===== src/rtl/wb_port_arbiter.sv =====
// Register-file write-port arbiter: pipeline writeback vs. buffered long-latency results,
// with a pending-destination mask for decode interlock and a starvation guard.
module wb_port_arbiter #(
  parameter int XLEN         = 64,
  parameter int FIFO_DEPTH   = 2,
  parameter int STARVE_LIMIT = 4
) (
  input  logic            clk,
  input  logic            rst_n,
  input  logic            wb_valid,
  input  logic            wb_we,
  input  logic [4:0]      wb_rd,
  input  logic [XLEN-1:0] wb_data,
  input  logic            lu_valid,
  input  logic [4:0]      lu_rd,
  input  logic [XLEN-1:0] lu_data,
  output logic            lu_ready,
  output logic            stall_req,
  output logic [31:0]     pend_mask,
  output logic            rf_we,
  output logic [4:0]      rf_rd,
  output logic [XLEN-1:0] rf_wdata
);

  localparam int PW = (FIFO_DEPTH > 1) ? $clog2(FIFO_DEPTH) : 1;
  localparam int SW = $clog2(STARVE_LIMIT + 1);

  logic [4:0]      rd_mem   [FIFO_DEPTH];
  logic [XLEN-1:0] data_mem [FIFO_DEPTH];

  logic [PW-1:0]   wr_ptr_q, wr_ptr_d;
  logic [PW-1:0]   rd_ptr_q, rd_ptr_d;
  logic [PW:0]     count_q, count_d;
  logic [SW-1:0]   starve_q, starve_d;
  logic            rf_we_q, rf_we_d;
  logic [4:0]      rf_rd_q, rf_rd_d;
  logic [XLEN-1:0] rf_wdata_q, rf_wdata_d;

  logic empty, full, push, pop, wb_ok, grant_wb;

  assign empty     = (count_q == '0);
  assign full      = (count_q == (PW+1)'(FIFO_DEPTH));
  assign lu_ready  = !full;
  assign stall_req = !empty && (starve_q == SW'(STARVE_LIMIT));

  // Pipeline wins unless the head has starved; otherwise any queued head drains.
  assign wb_ok    = wb_valid && wb_we && (wb_rd != 5'd0);
  assign grant_wb = wb_ok && !stall_req;
  assign pop      = !empty && !grant_wb;
  assign push     = lu_valid && !full && (lu_rd != 5'd0);

  always_comb begin
    wr_ptr_d   = wr_ptr_q;
    rd_ptr_d   = rd_ptr_q;
    count_d    = count_q + (PW+1)'(push) - (PW+1)'(pop);
    starve_d   = starve_q;
    rf_we_d    = grant_wb || pop;
    rf_rd_d    = rf_rd_q;
    rf_wdata_d = rf_wdata_q;

    if (push) wr_ptr_d = wr_ptr_q + PW'(1);
    if (pop)  rd_ptr_d = rd_ptr_q + PW'(1);

    if (empty || pop)                          starve_d = '0;
    else if (starve_q != SW'(STARVE_LIMIT))    starve_d = starve_q + SW'(1);

    if (grant_wb) begin
      rf_rd_d    = wb_rd;
      rf_wdata_d = wb_data;
    end else if (pop) begin
      rf_rd_d    = rd_mem[rd_ptr_q];
      rf_wdata_d = data_mem[rd_ptr_q];
    end
  end

  always_ff @(posedge clk or negedge rst_n) begin
    if (!rst_n) begin
      wr_ptr_q   <= '0;
      rd_ptr_q   <= '0;
      count_q    <= '0;
      starve_q   <= '0;
      rf_we_q    <= 1'b0;
      rf_rd_q    <= '0;
      rf_wdata_q <= '0;
    end else begin
      wr_ptr_q   <= wr_ptr_d;
      rd_ptr_q   <= rd_ptr_d;
      count_q    <= count_d;
      starve_q   <= starve_d;
      rf_we_q    <= rf_we_d;
      rf_rd_q    <= rf_rd_d;
      rf_wdata_q <= rf_wdata_d;
    end
  end

  // Storage needs no reset: validity comes solely from the pointers and count.
  always_ff @(posedge clk) begin
    if (push) begin
      rd_mem[wr_ptr_q]   <= lu_rd;
      data_mem[wr_ptr_q] <= lu_data;
    end
  end

  logic [FIFO_DEPTH-1:0] ent_valid;
  logic [PW-1:0]         ent_off  [FIFO_DEPTH];
  logic [31:0]           ent_mask [FIFO_DEPTH];

  generate
    for (genvar gi = 0; gi < FIFO_DEPTH; gi++) begin : g_ent
      assign ent_off[gi]   = PW'(gi) - rd_ptr_q;
      assign ent_valid[gi] = ({1'b0, ent_off[gi]} < count_q);
      assign ent_mask[gi]  = ent_valid[gi] ? (32'd1 << rd_mem[gi]) : 32'd0;
    end
  endgenerate

  always_comb begin
    pend_mask = 32'd0;
    for (int i = 0; i < FIFO_DEPTH; i++) pend_mask = pend_mask | ent_mask[i];
    pend_mask[0] = 1'b0;
  end

  assign rf_we    = rf_we_q;
  assign rf_rd    = rf_rd_q;
  assign rf_wdata = rf_wdata_q;

endmodule


===== config.mk =====
export PLATFORM = sky130hd
export DESIGN_NAME = wb_port_arbiter
export DESIGN_NICKNAME = d
export VERILOG_FILES = /design/src/rtl/wb_port_arbiter.sv
export SDC_FILE = /design/constraint.sdc
export NUM_CORES = 1
export LEC_CHECK = 0
export BUFFER_PORTS_ARGS = -buffer_cell sky130_fd_sc_hd__buf_2
export CORE_ASPECT_RATIO = 1.2
export CORE_MARGIN = 8
export CORE_UTILIZATION = 40
export DETAILED_ROUTE_END_ITERATION = 10
export HOLD_SLACK_MARGIN = 0.06
export PLACE_DENSITY = 0.6
export SETUP_SLACK_MARGIN = 0.2
export SLEW_MARGIN = 20
export SYNTH_ARGS = -nofsm -noshare
export SYNTH_HDL_FRONTEND = slang
export SYNTH_SLANG_ARGS = --single-unit

===== constraint.sdc =====
create_clock -name clk -period 4.89 [get_ports clk]
set_clock_uncertainty 0.1 [all_clocks]
set_input_delay 0.489 -clock clk [delete_from_list [all_inputs] [get_ports clk]]
set_output_delay 0.489 -clock clk [all_outputs]
set_load 0.01 [all_outputs]

==> metrics.cfg <==
[place]
routabilityCongestion=0.8586
hpwl_mm=16.38
place_inst=1120
io_buffers=245
dp_slack_ps=1740

[setup_path]
max_stage_delay_ps=1050
crit_path_max_fanout=51
crit_chain=buf_4 -> nor2b_1 -> o211ai_1 -> o22ai_1 -> buf_2
slowest_stage=dfrtp_2
required_ps=4300
setup.worst_path.class=reg2out
start_kind=flip-flop
end_kind=output pin
r2r_start=count_q[0]$_DFF_PN0_
crit_start=count_q[0]$_DFF_PN0_
arrival_ps=3150

[run_status]
outcome=complete, no violations

[yosys]
syn_nets=782
ys_ff_latch=215
ys_warn_count=0
synth_cell_types=38
synth_area_mm2=0.009122
syn_avg_cell_area_um2=14.37
syn-instance-count=635
ys_seq_area_frac=0.6655

[cts]
cts_max_level=1
cts-buffers-inserted=22
cts.clk_slew.worst_paths_ps=60
cts.sinks=215
clockRootBuffer=clkbuf_16
clock_path_buffers=3
clk_latency_ps=490
tritoncts=yes

[sta]
period_share=0.7644
maxSlewViolCount=0
layout_setup_ws_ps=1152
relSlewSlack=0.2744
fin_crit_ps=3738
hold_viol_final=0
tns_ps=0
setup_viol=0
grt_setup_unrepaired=false
tightest_slew_ps=1088
fmax_mhz=267.5

[min_path]
min_from=lu_data[51]
hp-class=in2reg

[routing]
drt-initial-drc-count=303
wl_per_cell_um=20.75
wl_mm=24.30
viasPerCell=5.324
drc_errors=0
drtAntennaViolNets=0
first_pass_iters=4
vias=6234

[grt]
gr-usage-all-layers=0.1685
grt_pass1_wl_mm=37.41
antenna_found_initial=4
grt.overflow.total=0
grt_max_degree=70
first_global_vias=6552

[floorplanning]
core_area_mm2=0.02245
die_area_mm2=0.02791
die_w_um=153.9
dieHeight_um=181.4
rows=60
start_util=0.4064
ios=247

[power]
leakage_nw=4.575
ir_worst_vdd_uv=304.2
p_per_area_mw_per_mm2=605.4
report.power.total_mw=6.847

[layout]
area_growth_pct=23.99
drive_above_1_share=0.4000
final_cells=1171
fin_nets=1021
final_util=0.5039

[flow_run]
drv_cap=0

==> cells by family (layout without fill, tap and decap cells) <==
kind of cell | Yosys count | count (layout) | synth area share
AOI/OAI and AO/OA | 114 | 114 | 0.07407
xor gates and xnor gates | 4 | 4 | 0.003840
adders and majority gates | 4 | 4 | 0.005486
buffers and inverters | 54 | 309 | 0.02867
DFF | 215 | 215 | 0.6655
muxes | 136 | 136 | 0.1584
other | 1 | 3 | 0.0004111
and+or+nand+nor | 107 | 107 | 0.06364
==> through the flow <==
| stage | hold WS, ps | cell area, um2 |
|---|---|---|
| after detailed placement | 363.5 | 10560 |
| after floorplan | 93.41 | 9123 |
| after global routing | 62.79 | 11310 |
| after global placement | 353.7 | 10560 |
| final | 82.59 | 11310 |
| after CTS | 60.03 | 11300 |
==> per-layer routing <==
metal / track usage / wire [um] / vias up
met4: 0.05222 / 487 / 6
met5: 0 / 41 / -
met2: 0.3068 / 12750 / 204
met1: 0.1950 / 9601 / 3055
li1: - / - / 2919
met3: 0.03468 / 1423 / 50
==> flip-flops by register name (all words and copies together) (netlist names) <==
register and flops:
rd_ptr_q 1, rf_rd 5, starve_q 3, rf_we 1, rd_mem 10, rf_wdata 64, data_mem 128, count_q 2
wr_ptr_q 1
==> report_power, final <==
part	switching, mW	internal (mW)	total (mW)
sequential	0.424	2.57	3.00
clock	0.662	0.878	1.54
combinational	1.30	1.02	2.31
total	2.38	4.47	6.85
==> synthesized netlist by cell type (all sizes together) <==
master	n	area, um2
nor2b	1	6.260
mux2i	69	690.7
clkbuf	36	135.1
edfxtp	138	4144
or2	1	6.260
o2bb2ai	1	8.760
ha	4	50.05
a31oi	1	6.260
conb	1	3.750
o22ai	31	193.9
or4	2	18.77
a22o	2	17.52
o41ai	1	8.760
o211ai	6	50.05
nor3	71	355.3
or3b	5	43.79
o2111ai	1	26.28
or3	3	18.77
nand3b	8	60.06
inv	7	26.28
dfrtp	77	1927
buf	11	100.1
a21o	1	7.510
mux2	67	754.5
nor2	7	26.28
nand2b	1	6.260
nand3	3	15.01
o2111a	1	11.26
xnor2	4	35.03
nand2	3	11.26
a21oi	69	345.3
and3	2	12.51
==> area by class of cell <==
class                      count  area [um2]
clock buffer                  32       619.3
clock inverter                 8       37.54
fill                        1978       11140
inverter                       7       26.28
tap                          279       349.1
timing repair buffer         262        1391
antenna                        2       5.005
sequential                   215        6077
multi-input combinational    366        2805
==> cell usage in the layout, fill, tap and decap left out, drive strengths merged, types with 6 or more instances in the layout <==
cell	Yosys	layout
mux2	67	67
dfrtp	77	77
a21oi	69	69
buf	11	253
nor3	71	71
mux2i	69	69
clkinv	0	7
o211ai	6	6
nand3b	8	8
clkbuf	36	32
inv	7	7
edfxtp	138	138
dlygate4sd3	0	9
o22ai	31	31
nor2	7	7
==> critical path: cells and delay by family, from the launching register on <==
family                 cells  cell delay [ps]
AOI/OAI and AO/OA          2              600
and+or+nand+nor            1              290
DFF                        1             1050
buffers and inverters      2              630
==> worst paths after layout <==
path / end / slack [ps] / depth (start not counted)
worst max-delay path: pend_mask[16] / 1150 / 5
worst min-delay path: data_mem[1][51]$_DFFE_PP_ / 80 / 1
worst max register to register: data_mem[1][62]$_DFFE_PP_ / 1880 / 4
worst min register to register: starve_q[0]$_DFFE_PN0P_ / 370 / 1
max in group asynchronous: rd_ptr_q$_DFFE_PN0P_ / 3250 / 3
min in group asynchronous: rf_wdata[6]$_DFFE_PN0P_ / 400 / 2
==> timing repair <==
| item | CTS | global route |
|---|---|---|
| setup buffers | 0 | 0 |
| hold buffers | 8 | 1 |
| endpoints found under the setup margin | 0 | 0 |
| gates resized for setup | 0 | 0 |
| endpoints found under the hold margin | 47 | 2 |
Note: power is estimated with default switching activity, not from simulation.
